### config.mk
export PLATFORM = sky130hd
export DESIGN_NAME = simple_logic_ff_arb
export DESIGN_NICKNAME = d
export VERILOG_FILES = /design/src/rtl/simple_logic_ff_arb.sv
export SDC_FILE = /design/constraint.sdc
export NUM_CORES = 1
export LEC_CHECK = 0
export BUFFER_PORTS_ARGS = -buffer_cell sky130_fd_sc_hd__buf_2
export CORE_UTILIZATION = 30
export CTS_BUF_LIST = sky130_fd_sc_hd__clkbuf_2 sky130_fd_sc_hd__clkbuf_4 sky130_fd_sc_hd__clkbuf_8
export DETAILED_ROUTE_END_ITERATION = 12
export HOLD_SLACK_MARGIN = 0.03
export PLACE_DENSITY_LB_ADDON = 0.05
export SYNTH_ARGS = -nofsm -noshare
export SYNTH_HDL_FRONTEND = slang
export SYNTH_SLANG_ARGS = --single-unit
### constraint.sdc
create_clock -name clk -period 4.7 [get_ports clk]
set_input_delay 0.94 -clock clk [delete_from_list [all_inputs] [get_ports clk]]
set_output_delay 0.94 -clock clk [all_outputs]
set_load 0.01 [all_outputs]
### src/rtl/simple_logic_ff_arb.sv
// simple_logic_ff_arb
//
// Round-robin arbiter and sequencer that shares one external registered
// datapath computing (a|b)&(c|d) between two requesters. Each cycle at most
// one requester is granted, and its operands are steered onto dp_*. A tag
// pipeline that matches the datapath latency carries {valid, id} alongside
// the operation, so the result returns registered to the requester that
// issued it. A RUN/DRAIN/FLUSHED machine stops issuing and waits for the
// datapath to empty before reporting flush_done.
//
// Parameters
//   LAT        datapath latency in clock edges (1..8)
// Ports
//   clk, rst_n           clock, asynchronous active-low reset
//   req0/req1            requests, held with stable operands until granted
//   a0..d0 / a1..d1      operands of requester 0 / 1
//   gnt0/gnt1            combinational grants
//   rvalid0/rvalid1      registered one-cycle result strobes
//   rdata                registered shared result
//   dp_a..dp_d           datapath operand inputs (combinational)
//   dp_out               datapath result
//   flush_req            drain request (level)
//   flush_done           registered, high while drained and flush_req high
//   inflight             registered count of issued, unreturned operations

module simple_logic_ff_arb #(
    parameter int LAT = 2
) (
    input  logic       clk,
    input  logic       rst_n,
    input  logic       req0,
    input  logic       req1,
    input  logic       a0,
    input  logic       b0,
    input  logic       c0,
    input  logic       d0,
    input  logic       a1,
    input  logic       b1,
    input  logic       c1,
    input  logic       d1,
    output logic       gnt0,
    output logic       gnt1,
    output logic       rvalid0,
    output logic       rvalid1,
    output logic       rdata,
    output logic       dp_a,
    output logic       dp_b,
    output logic       dp_c,
    output logic       dp_d,
    input  logic       dp_out,
    input  logic       flush_req,
    output logic       flush_done,
    output logic [3:0] inflight
);

    typedef enum logic [1:0] {
        RUN     = 2'd0,
        DRAIN   = 2'd1,
        FLUSHED = 2'd2
    } state_t;

    state_t         state;
    logic           ptr;
    logic [LAT-1:0] tag_vld_p;
    logic [LAT-1:0] tag_id_p;
    logic           gnt_any;
    logic           rv_any;

    // Grants and operand mux. Grants are gated by rst_n so that every output
    // reads 0 while reset is held, even though the FSM already sits in RUN.
    // No grant is issued in the cycle flush_req is first seen.
    always_comb begin
        gnt0 = 1'b0;
        gnt1 = 1'b0;
        if (rst_n && state == RUN && !flush_req) begin
            if (req0 && req1) begin
                gnt0 = ~ptr;
                gnt1 = ptr;
            end else begin
                gnt0 = req0;
                gnt1 = req1;
            end
        end

        dp_a = 1'b0;
        dp_b = 1'b0;
        dp_c = 1'b0;
        dp_d = 1'b0;
        if (gnt0) begin
            dp_a = a0;
            dp_b = b0;
            dp_c = c0;
            dp_d = d0;
        end else if (gnt1) begin
            dp_a = a1;
            dp_b = b1;
            dp_c = c1;
            dp_d = d1;
        end
    end

    assign gnt_any = gnt0 | gnt1;
    assign rv_any  = rvalid0 | rvalid1;

    // Stage p0..p(LAT-1): tag pipeline, aligned with the datapath registers
    always_ff @(posedge clk or negedge rst_n) begin
        if (!rst_n) begin
            tag_vld_p <= '0;
            tag_id_p  <= '0;
        end else begin
            tag_vld_p[0] <= gnt_any;
            tag_id_p[0]  <= gnt1;
            for (int i = 1; i < LAT; i++) begin
                tag_vld_p[i] <= tag_vld_p[i-1];
                tag_id_p[i]  <= tag_id_p[i-1];
            end
        end
    end

    // Stage tail: result register; rdata holds when the tail tag is empty
    always_ff @(posedge clk or negedge rst_n) begin
        if (!rst_n) begin
            rvalid0 <= 1'b0;
            rvalid1 <= 1'b0;
            rdata   <= 1'b0;
        end else begin
            rvalid0 <= tag_vld_p[LAT-1] & ~tag_id_p[LAT-1];
            rvalid1 <= tag_vld_p[LAT-1] &  tag_id_p[LAT-1];
            if (tag_vld_p[LAT-1]) begin
                rdata <= dp_out;
            end
        end
    end

    // Inflight count and round-robin pointer. An operation stays counted
    // until its rvalid strobe has been presented.
    always_ff @(posedge clk or negedge rst_n) begin
        if (!rst_n) begin
            inflight <= 4'd0;
            ptr      <= 1'b0;
        end else begin
            case ({gnt_any, rv_any})
                2'b10:   inflight <= inflight + 4'd1;
                2'b01:   inflight <= inflight - 4'd1;
                default: inflight <= inflight;
            endcase
            // Pointer moves to the requester that was not served.
            if (gnt_any) begin
                ptr <= gnt0;
            end
        end
    end

    // Drain / flush control with registered flush_done
    always_ff @(posedge clk or negedge rst_n) begin
        if (!rst_n) begin
            state      <= RUN;
            flush_done <= 1'b0;
        end else begin
            flush_done <= 1'b0;
            case (state)
                RUN: begin
                    if (flush_req) begin
                        state <= DRAIN;
                    end
                end
                DRAIN: begin
                    // Empty means nothing issued and no strobe still showing.
                    if (inflight == 4'd0 && !rv_any) begin
                        state      <= FLUSHED;
                        flush_done <= flush_req;
                    end
                end
                FLUSHED: begin
                    if (!flush_req) begin
                        state <= RUN;
                    end else begin
                        flush_done <= 1'b1;
                    end
                end
                default: begin
                    state <= RUN;
                end
            endcase
        end
    end

endmodule

==> results of run 1 <==
-- stage by stage --
| stage | cell area [um^2] | hold WS (ns) | util, % |
|---|---|---|---|
| 3_3_place_gp | 969.7 | 0.3387 | 38.79 |
| 2_1_floorplan | 797.0 | 0.3312 | - |
| 3_5_place_dp | 969.7 | 0.3378 | 38.79 |
| 4_1_cts | 997.2 | 0.3509 | 39.89 |
| 6_report | 997.2 | 0.3518 | 39.89 |
| 5_1_grt | 997.2 | 0.3531 | 39.89 |
-- sequential cells by signal (all words and copies together) (netlist names) --
signal / flops
state: 2
flush_done: 1
inflight: 4
ptr: 1
rvalid0: 1
tag_id_p: 2
rdata: 1
tag_vld_p: 2
rvalid1: 1
-- cell families (layout without fill, tap and decap cells) --
| kind of cell | Yosys count | count (layout) |
|---|---|---|
| DFF | 15 | 15 |
| muxes | 4 | 4 |
| and+or+nand+nor | 17 | 17 |
| buffers and inverters | 6 | 37 |
| adders and majority gates | 7 | 7 |
| xor gates and xnor gates | 5 | 5 |
| AOI/OAI and AO/OA | 14 | 14 |
-- routing by layer --
metal	global-route usage, %	vias to the layer above	wire length [um]
li1	-	302	-
met1	12.13	273	600
met2	19.79	26	637
met3	5.932	0	107
met4	0	0	0
met5	0	-	0
-- cells in the final DEF (no fill, tap or decap), drive strengths merged --
| master | n |
|---|---|
| buf | 27 |
| dfrtp | 15 |
| nor2 | 7 |
| ha | 7 |
| inv | 6 |
| xor2 | 4 |
| a22o | 4 |
| mux2 | 4 |
| o21ai | 3 |
| clkbuf | 3 |
| nand2 | 3 |
| nor2b | 2 |
| a21oi | 2 |
| a41oi | 1 |
| nor3 | 1 |
| a2111oi | 1 |
| and2 | 1 |
| xnor2 | 1 |
| and4bb | 1 |
| nor4b | 1 |
| o31ai | 1 |
| o21bai | 1 |
| nand3 | 1 |
| o22a | 1 |
| clkinv | 1 |
-- critical path, delay by kind of cell --
kind / cells / cell delay (ns)
buf+inv: 2 / 0.44
simple gates: 1 / 0.14
compound gates: 2 / 0.74
-- worst paths after layout --
check	startpoint	end	slack, ns	cells after the start
worst max-delay path	rst_n	dp_d	1.50	5
worst min-delay path	tag_id_p[0]	tag_id_p[1]	0.35	0
worst max register to register	state[0]	inflight[2]	1.97	12
worst min register to register	tag_id_p[0]	tag_id_p[1]	0.35	0
max in group asynchronous	rst_n	tag_vld_p[0]	3.89	1
min in group asynchronous	rst_n	rdata	0.55	1
-- final cells by class --
type / instances / area (um^2) / area share, %
multi-input cells: 47 / 399.1 / 40.03
flip-flops and latches: 15 / 375.4 / 37.64
repair buffers: 27 / 135.1 / 13.55
well taps: 30 / 37.54 / 3.764
clock buffers: 3 / 22.52 / 2.258
inverters: 6 / 22.52 / 2.258
clock inverters: 1 / 5.005 / 0.5019
-- power by group --
part | internal, mW | switching, mW
clock | 0.0316 | 0.0400
combinational | 0.118 | 0.120
sequential | 0.173 | 0.0392
total | 0.322 | 0.199
==> results by group, run 1 <==
Worst setup path
  • CP max-delay cell: a2111oi_4
  • Endpoint class of the critical path: output port
  • Element type at the critical path start: primary input
  • Crit-path max cell delay: 0.54 ns
  • Worst Path Arrival: 2.26 ns
  • CP cell instances: buf_2 -> nand2_2 -> a2111oi_4 -> a22o_1 -> buf_2
  • Crit path top cell by count: buf_2
  • CP max FO: 16
  • Worst EP required: 3.76 ns
  • WS Path Type: primary input to output port

Yosys
  • Synth Register Bits: 15
  • Post-synthesis simple-gate area fraction: 11.93%
  • Syn_nets: 89
  • Mux share of post-synthesis cell area: 6.122%
  • Post-synth EDFFs: 0
  • Synth Area in Compound Gates: 15.54%
  • Synth Flop Type: dfrtp_1
  • Syn avg cell area: 11.72 um^2
  • Async SR Flop Fraction: 100.0%
  • Cells after Synth: 68
  • Post-synth top area cell: dfrtp_1
  • Synth top area cells: dfrtp_1, ha_1, a22o_1, xor2_1, mux2_2
  • Count of cell types in the netlist: 25
  • Sequential element share of the synthesized area: 47.10%
  • Area share of the largest cell type after synthesis: 47.10%
  • Top-count cell post-synth: dfrtp_1
  • Synth Area in Adders: 10.99%
  • Post-Syn Area: 797.0 um^2
  • Synth warn: 0
  • Synth cell count leaders: dfrtp_1, ha_1, nor2_1
  • Largest family of logic cells by synthesized area: compound AO/OA/AOI/OAI gates
  • Synth Area in XOR/XNOR: 5.495%

Finish
  • Layout cells sized above 1: 40.40%
  • Fillcell total: 256
  • ANT cells: 0
  • Area delta synth->final: 25.12%
  • Final Net Count: 121
  • Non-filler cells, final: 129

CTS
  • Clk slew on worst S/H paths: 0.09 ns
  • CTS tree: yes
  • PostCTS Resize Cnt: 0
  • Clk_lat worst skew: 0.28 ns
  • Post-CTS Setup Bufs: 0
  • Clk root buf: clkbuf_4
  • CTS Hold Buffers Added: 0
  • TritonCTS Buffers: 3
  • CTS max path bufs: 2
  • H-tree depth: 1
  • # clock sinks: 15

Global routing
  • Global Route Usage Sum: 11.03%
  • Vias in the first global route: 555
  • Largest net degree at the start of global routing: 17
  • Global-route wire length before repair: 2214 um
  • Gr ovfl total: 0
  • Antenna violations before repair: 0

Route
  • Avg WL per Cell: 10.43 um
  • Remaining DRCs: 0
  • Routed WL: 1345 um
  • Vias/cell: 4.659
  • Vias post-DR: 601
  • Initial DRT Pass Iterations: 2
  • DRT antenna net count: 0
  • Initial DRC Count: 4

STA
  • Clk_skew: 0.003584 ns
  • Setup tns final: 0 ns
  • Final setup violation count: 0
  • Hold Fails Final Rpt: 0
  • Upper clock frequency limit: 0.3126 GHz
  • Slew @ Worst Pin: 0.4999 ns
  • Worst slew margin: 66.68%
  • Max-slew violation count: 0
  • Final worst setup slack: 1.501 ns
  • RSZ-0062 raised after global routing: false
  • Min Tclk post-route: 3.199 ns
  • Tcrit/Tclk final: 68.07%

Pwr
  • Total power: 521.1 uW
  • P_leak: 0.5266 nW
  • Power per cell area: 522.6 nW/um^2
  • Worst VDD drop: 227.3 uV

Floorplan
  • Num rows: 18
  • Die height: 53.55 um
  • Die Span X: 53.55 um
  • Core area: 2500 um^2
  • Initial Util: 31.88%
  • Ports: 28
  • Die footprint: 2867 um^2

Status
  • Status: finished clean

Run
  • Max cap viols: 0

Place
  • RePlAce Congestion: 0.7153
  • Dpl ws: 1.312 ns
  • Dpl cells: 125
  • Hpwl dp: 1088 um
  • Port Buffer Count: 27

Min path
  • Hold Crit Class: flop to flop
(Power assumes the default switching activity.)
==> inputs of run 2 (changes only) <==
clock period = 2.9 ns   (was 4.7 ns; I/O delays follow)
==> run 2 against run 1 <==
Combinational power increased by 64%. Die area unchanged. Cell count increased by 2.3%. Sequential power increased by 62%. Clock power increased by 72%. Total power increased by 65%. Critical path depth increased by 7. Cell area increased by 2.3%. Routed wire length increased by 6.5%. Sequential cell count unchanged. Global-route usage increased by 0.93 points. Clock skew decreased by 0.00055 ns. Highest routed layer unchanged.
==> results by group, run 2 (same netlist as run 1, synthesis figures left out) <==
Worst setup path
  • CP max FO: 5
  • Worst EP required: 3.07 ns
  • CP max-delay cell: dfrtp_1
  • WS Path Type: flop to flop
  • Delay-heaviest family, CP: adder cells
  • Levels on crit path: 12
  • Worst Path Arrival: 2.68 ns
  • Element type at the critical path start: flop
  • Crit-path max cell delay: 0.42 ns
  • CP cell instances: inv_1 -> ha_1 -> nand2_2 -> a2111oi_4 -> nor2_1 -> ha_1 -> xor2_1 -> ha_1 -> a21oi_1 -> xor2_1 -> nor2_1 -> xor2_1
  • Bufs and invs on worst path: 1
  • Endpoint class of the critical path: flop
  • Reg2reg path depth: 12

Pwr
  • Power per cell area: 841.0 nW/um^2
  • P_leak: 0.5422 nW
  • Worst VDD drop: 425.1 uV

Finish
  • Fillcell total: 255
  • Most frequent cells in the layout: buf_2, dfrtp_1, nor2_1, ha_1, inv_1
  • Number of flip-flops in the largest register: 4
  • Final Net Count: 124
  • Largest reg by FF count: inflight
  • Multi-input gate area: 399.1 um^2
  • Layout cells sized above 1: 42.16%
  • Commonest non-fill, non-tap cell in the layout: buf_2
  • ANT cells: 0
  • Sequential cell area: 375.4 um^2
  • Area delta synth->final: 27.94%

CTS
  • PostCTS Resize Cnt: 0
  • CTS max path bufs: 2
  • Clk root buf: clkbuf_4
  • # clock sinks: 15
  • CTS tree: yes
  • H-tree depth: 1
  • Clk_lat worst skew: 0.28 ns
  • TritonCTS Buffers: 3
  • Clk slew on worst S/H paths: 0.10 ns
  • Post-CTS Setup Bufs: 0
  • CTS Hold Buffers Added: 0

Route
  • Remaining DRCs: 0
  • Avg WL per Cell: 10.85 um
  • Routed WL: 1432 um
  • Initial DRC Count: 2
  • DRT antenna net count: 0
  • Initial DRT Pass Iterations: 3
  • Vias/cell: 4.561
  • Vias post-DR: 602

STA
  • Max-slew violation count: 0
  • Upper clock frequency limit: 0.3982 GHz
  • Final setup violation count: 0
  • Worst slew margin: 81.69%
  • RSZ-0062 raised after global routing: false
  • Setup tns final: 0 ns
  • Min Tclk post-route: 2.511 ns
  • Final worst setup slack: 0.3888 ns
  • Hold Fails Final Rpt: 0
  • Clk_skew: 0.003030 ns
  • Tcrit/Tclk final: 86.59%
  • Slew @ Worst Pin: 0.2723 ns

Run
  • Max cap viols: 0

Global routing
  • Antenna violations before repair: 0
  • Global-route wire length before repair: 2401 um
  • Largest net degree at the start of global routing: 16
  • Gr ovfl total: 0
  • Global Route Usage Sum: 11.96%
  • Vias in the first global route: 570

Floorplan
  • Die footprint: 2867 um^2
  • Num rows: 18
  • Die height: 53.55 um
  • Initial Util: 31.88%
  • Die Span X: 53.55 um
  • Ports: 28
  • Core area: 2500 um^2

Status
  • Status: finished clean

Min path
  • Hold Crit Class: primary input to asynchronous set/reset pin

Place
  • Hpwl dp: 1172 um
  • Port Buffer Count: 27
  • Dpl ws: 0.3610 ns
  • RePlAce Congestion: 0.7536
run 2: cell type report:
class | instances | area share, %
Inverter | 6 | 2.209
Clock inverter | 1 | 0.4908
Timing Repair Buffer | 30 | 15.46
Clock buffer | 3 | 2.209
Tap cell | 30 | 3.681
Multi-Input combinational cell | 47 | 39.14
Sequential cell | 15 | 36.81
run 2: power by group:
part           internal, mW  switching [mW]  total (mW)
registers             0.280          0.0644       0.344
clock network        0.0511          0.0724       0.123
logic                 0.195           0.195       0.390
run 2: worst paths after layout:
path	from	to	slack, ns
setup / recovery	state[0]	inflight[2]	0.39
hold / removal	rst_n	state[0]	0.27
setup reg to reg	state[0]	inflight[2]	0.39
hold reg to reg	tag_vld_p[0]	tag_vld_p[1]	0.36
max in group asynchronous	rst_n	inflight[0]	2.45
min in group clk	tag_vld_p[0]	tag_vld_p[1]	0.36
run 2: routing by layer:
metal	track usage, %	vias to the layer above	part of all wire [%]
met5	0	-	0
met4	2.632	0	0
met3	3.390	0	5.4
met2	20.00	22	47
met1	15.20	272	47
li1	-	308	-
run 2: through the flow:
stage / hold WS [ns] / instances / instance area (um^2) / power (mW) / util, %
3_5_place_dp: 0.3393 / 128 / 992.2 / 0.7497 / 39.69
5_1_grt: 0.2731 / 132 / 1020 / 0.9481 / 40.79
3_3_place_gp: 0.3414 / 128 / 992.2 / 0.7493 / 39.69
6_report: 0.2729 / 132 / 1020 / 0.8576 / 40.79
2_1_floorplan: 0.2844 / 68 / 797.0 / 0.6283 / -
4_1_cts: 0.2835 / 132 / 1020 / 0.8740 / 40.79
run 2: worst register-to-register path, delay by kind of cell (launching register included):
kind / cells / cell delay (ns)
adders and majority gates: 3 / 0.65
AOI/OAI and AO/OA: 2 / 0.50
and+or+nand+nor: 3 / 0.27
DFF: 1 / 0.42
buffers and inverters: 1 / 0.11
xor gates and xnor gates: 3 / 0.46
